<file path="config.mk">
export PLATFORM = sky130hd
export DESIGN_NAME = prim_fifo_unpack
export DESIGN_NICKNAME = d
export VERILOG_FILES = /design/src/rtl/prim_fifo_unpack.sv
export SDC_FILE = /design/constraint.sdc
export NUM_CORES = 1
export LEC_CHECK = 0
export CORE_AREA = 10 10 65 67
export DETAILED_ROUTE_END_ITERATION = 10
export DIE_AREA = 0 0 75 77
export PLACE_DENSITY = 0.82
export REMOVE_ABC_BUFFERS = 1
export SYNTH_ARGS = -nofsm -noshare
export SYNTH_HDL_FRONTEND = slang
export SYNTH_SLANG_ARGS = --single-unit
</file>
<file path="constraint.sdc">
create_clock -name clk_i -period 5.91 [get_ports clk_i]
set_clock_uncertainty 0.05 [all_clocks]
set_input_delay 1.182 -clock clk_i [delete_from_list [all_inputs] [get_ports clk_i]]
set_output_delay 1.182 -clock clk_i [all_outputs]
set_load 0.01 [all_outputs]
</file>
<file path="src/rtl/prim_fifo_unpack.sv">
// prim_fifo_unpack
//
// Single-clock width downsizer for the read side of the asynchronous FIFO.
// It takes one InW-bit word from the FIFO read port through a valid/ready
// handshake and emits it as Ratio = InW/OutW narrower beats. A last-beat
// marker goes with the beats to a serial consumer. With ready_i held high it
// sustains one beat per cycle, and the next word loads in the same cycle the
// last beat leaves, so there are no bubbles between words.
//
// Build option:
//   PRIM_FIFO_UNPACK_MSB_FIRST_EN - when defined, beats leave MSB-first;
//                                   otherwise (default) LSB-first.
//
// Ports:
//   clk_i    in   1     clock, all state on the rising edge
//   rst_ni   in   1     asynchronous active-low reset
//   valid_i  in   1     input word valid (FIFO rvalid_o)
//   ready_o  out  1     input word accepted (FIFO rready_i)
//   data_i   in   InW   input word (FIFO rdata_o)
//   flush_i  in   1     synchronous discard of the held word
//   valid_o  out  1     output beat valid
//   ready_i  in   1     consumer accepts the beat
//   data_o   out  OutW  current beat
//   last_o   out  1     current beat is the final beat of its word
//   busy_o   out  1     a word is held
//
// State | meaning
// ------+--------------------------------------------------------
// EMPTY | no word held; ready_o follows !flush_i
// HOLD  | word_q held; beat cnt_q is presented on data_o

module prim_fifo_unpack #(
  parameter int unsigned InW  = 32,
  parameter int unsigned OutW = 8
) (
  input  logic            clk_i,
  input  logic            rst_ni,
  input  logic            valid_i,
  output logic            ready_o,
  input  logic [InW-1:0]  data_i,
  input  logic            flush_i,
  output logic            valid_o,
  input  logic            ready_i,
  output logic [OutW-1:0] data_o,
  output logic            last_o,
  output logic            busy_o
);

  localparam int unsigned Ratio = InW / OutW;
  localparam int unsigned CntW  = $clog2(Ratio);
  localparam logic [CntW-1:0] LastIdx = CntW'(Ratio - 1);

  typedef enum logic {
    EMPTY = 1'b0,
    HOLD  = 1'b1
  } state_e;

  state_e                     state_q;
  logic [CntW-1:0]            cnt_q;
  logic [InW-1:0]             word_q;
  logic                       valid_q;
  logic                       beat_fire;
  logic                       load;
  logic [CntW-1:0]            beat_sel;
  logic [Ratio-1:0][OutW-1:0] word_beats;

  assign valid_q = (state_q == HOLD);

  assign valid_o   = valid_q;
  assign busy_o    = valid_q;
  assign last_o    = valid_q & (cnt_q == LastIdx);
  assign beat_fire = valid_o & ready_i;

  // The path from ready_i to ready_o is combinational on purpose. It lets the
  // next word load in the same cycle the last beat fires, which keeps the
  // output at full rate.
  assign ready_o = !flush_i & (!valid_q | (beat_fire & last_o));
  assign load    = valid_i & ready_o;

`ifdef PRIM_FIFO_UNPACK_MSB_FIRST_EN
  assign beat_sel = LastIdx - cnt_q;
`else
  assign beat_sel = cnt_q;
`endif

  assign word_beats = word_q;
  assign data_o     = word_beats[beat_sel];

  always_ff @(posedge clk_i or negedge rst_ni) begin
    if (!rst_ni) begin
      state_q <= EMPTY;
      cnt_q   <= '0;
    end else if (flush_i) begin
      // A beat taken during the flush cycle still counts for the consumer,
      // but the rest of the word is dropped.
      state_q <= EMPTY;
      cnt_q   <= '0;
    end else if (load) begin
      state_q <= HOLD;
      cnt_q   <= '0;
    end else if (beat_fire && last_o) begin
      state_q <= EMPTY;
      cnt_q   <= '0;
    end else if (beat_fire) begin
      cnt_q   <= cnt_q + 1'b1;
    end
  end

  // The data holding register has no reset. Its contents matter only while
  // in HOLD, and reset forces EMPTY.
  always_ff @(posedge clk_i) begin
    if (load) begin
      word_q <= data_i;
    end
  end

endmodule
</file>
==> key figures <==
Status
  – Status: completed

STA
  – RSZ-0062 raised after global routing: no
  – Period utilisation layout: 0.6348
  – Fmax: 266.6 MHz
  – Relative slew slack: 0.5886
  – Worst-margin pin slew: 0.6171 ns
  – Min Tclk post-route: 3.751 ns
  – # setup viols final: 0
  – Hold Fails Final Rpt: 0
  – Slew Viols, Final: 0
  – TNS Setup: 0 ns

Cells and area
  – Area delta synth->final: 40.84%
  – Final Core Density: 0.6462
  – Register area: 0.001036 mm²
  – FILL cells: 219
  – Layout cell share with drive strength beyond 1: 0.1638
  – Multi-input gate area: 305.3 µm²
  – Ant diodes: 0
  – Nets@finish: 153
  – Leading cell type in the layout, fill and taps excluded: clkdlybuf4s50_1
  – Commonest non-fill, non-tap cells in the layout: clkdlybuf4s50_1, edfxtp_1, mux4_2, clkbuf_4, dfrtp_1

Synthesis
  – Area contributors post-synth: edfxtp_1, mux4_2, dfrtp_1
  – Area of the mapped netlist: 0.001366 mm²
  – Synth Area in Compound Gates: 0.04121
  – Synthesized instance count: 62
  – Synth Register Bits: 35
  – Xor and xnor fraction of the mapped netlist area: 0
  – Yosys warning count: 0
  – Distinct cells, synth: 21
  – Adder-cell share of the synthesized area: 0.009158
  – Area leader, netlist: edfxtp_1
  – Avg Cell Area, Syn: 22.04 µm²
  – Post-synth top area share: 0.7033
  – Sequential area share after synthesis: 0.7582
  – Post-synthesis mux area share: 0.1319
  – Main combinational cell family by area after synthesis: multiplexers
  – Post-synthesis simple-gate area fraction: 0.03755

Clock network
  – Hold buffer count at cts: 0
  – Clock slew at reported path FFs: 0.09 ns
  – Clock buffer depth: 2
  – Clk_lat worst skew: 0.32 ns
  – Clk root buf: clkbuf_4
  – CTS buffer count: 5
  – CTS resizes: 0
  – CTS H-Tree Depth: 2
  – Setup repair bufs after CTS: 0
  – CTS tree: yes
  – Clk sinks: 35

Critical path
  – Reg2Reg Depth: 4
  – Critical path required time: 4.68 ns
  – CP Capture Point: ready_o
  – CP Launch Point: ready_i
  – Worst reg2reg setup slack: 3.61 ns
  – WP data arrival: 2.52 ns
  – Crit-path max FO: 6
  – Critical R2R Capture: word_beats[28]
  – Setup CP Type: input port to primary output
  – Critical Path Sink Type: primary output
  – Critical Path Start Type: input port
  – Reg2Reg Launch Point: beat_sel[0]

Power
  – Switching Power: 0.09342 mW
  – Post-route total power: 0.4583 mW
  – PwrDens: 238.2 mW/mm²
  – Sequential share of power: 0.625
  – Int Pwr: 0.3649 mW
  – Clock power frac: 0.257
  – Leakage power: 0.6482 nW
  – Combinational share of power: 0.118
  – VDD IR max: 0.1357 mV
  – Switch share: 0.2038

Floorplan
  – Die height: 77 µm
  – Rows: 20
  – Total Die Area: 0.005775 mm²
  – Placeable Area: 0.002978 mm²
  – IO Pins: 49
  – Die W: 75 µm
  – Starting Density: 0.4588

Route
  – Drt pass-1 iters: 4
  – ANT nets after route: 0
  – WL per Instance: 18.62 µm
  – Vias: 793
  – Total wire length: 2.775 mm
  – Iteration-0 DRC Markers: 34
  – Vias per cell: 5.322
  – DRC: 0

Job
  – Max Cap Viol: 0

Global route
  – Total Routing Usage GR: 0.1058
  – Largest net degree at the start of global routing: 29
  – Vias in the first global route: 906
  – First-pass GRT wire length: 4.457 mm
  – Gr ovfl total: 0
  – Antenna violations before repair: 0

Placed design
  – HPWL Detailed: 2.142 mm
  – Routability Congestion: 0.7650
  – Port Buffers: 48

Min path
  – Worst Hold Class: flop to flop
[synth_stat cells (all sizes together)]
master / number
a21bo: 2
a21boi: 1
a21oi: 1
a221oi: 1
and2: 2
buf: 3
dfrtp: 3
edfxtp: 32
ha: 1
inv: 1
mux4: 8
nand2b: 1
nand3: 1
nand4bb: 1
nor2: 1
nor2b: 1
nor3: 1
o32ai: 1
[cells by family after synthesis]
kind of cell | Yosys count
AO/OA/AOI/OAI | 6
AND/OR/NAND/NOR | 8
buffers and inverters | 4
adder cells (fa/ha/maj) | 1
flip-flops | 35
multiplexers | 8
[through the flow]
stage	hold slack [ns]	setup WS (ns)	cell area [µm²]	cells
floorplan	0.6634	1.937	1340	59
global placement	0.6198	2.174	1874	141
detailed placement	0.6509	2.148	1874	141
CTS	0.6638	2.134	1924	149
global route	0.6985	2.090	1924	149
finish	0.6595	2.159	1924	149
[worst min path at each step]
stage | from | to | slack, ns | cells after the start
floorplan | busy_o | beat_sel[1] | 0.66 | 2
CTS | busy_o | beat_sel[1] | 0.66 | 2
global route | busy_o | beat_sel[1] | 0.70 | 2
finish | busy_o | beat_sel[1] | 0.66 | 2
global placement | busy_o | beat_sel[1] | 0.62 | 2
detailed placement | busy_o | beat_sel[1] | 0.65 | 2
[layout make-up]
type / instances / area share
well taps: 33 / 0.02146
multi-input cells: 23 / 0.1586
flip-flops and latches: 35 / 0.5384
inverters: 1 / 0.001951
clock buffers: 7 / 0.02341
clock inverters: 1 / 0.002601
repair buffers: 49 / 0.2536
[worst max-delay path, stage by stage]
cell and delay (ns):
clkdlybuf4s50_1 0.56, a21boi_1 0.12, nor2_1 0.10, clkdlybuf4s50_1 0.56
[flip-flops by register name, indices dropped and copies added (netlist names)]
name,count
beat_sel,2
word_beats,32
busy_o,1
[routing by layer]
metal	part of all wire	vias to the layer above	wire length (µm)	GRT usage
met2	0.49	36	1367	0.1631
met4	0.021	0	57	0.06250
li1	-	361	-	-
met1	0.36	388	995	0.1024
met5	0	-	0	0
met3	0.13	8	354	0.06821
[power groups by stage]
stage | logic, mW | clock network, mW | registers [mW]
after floorplan | 0.0157 | 0 | 0.292
after global placement | 0.0534 | 0 | 0.291
final | 0.0540 | 0.118 | 0.286
after detailed placement | 0.0546 | 0 | 0.292
after global routing | 0.0575 | 0.137 | 0.288
after CTS | 0.0549 | 0.125 | 0.287
Power figures use the tool's default switching activity.
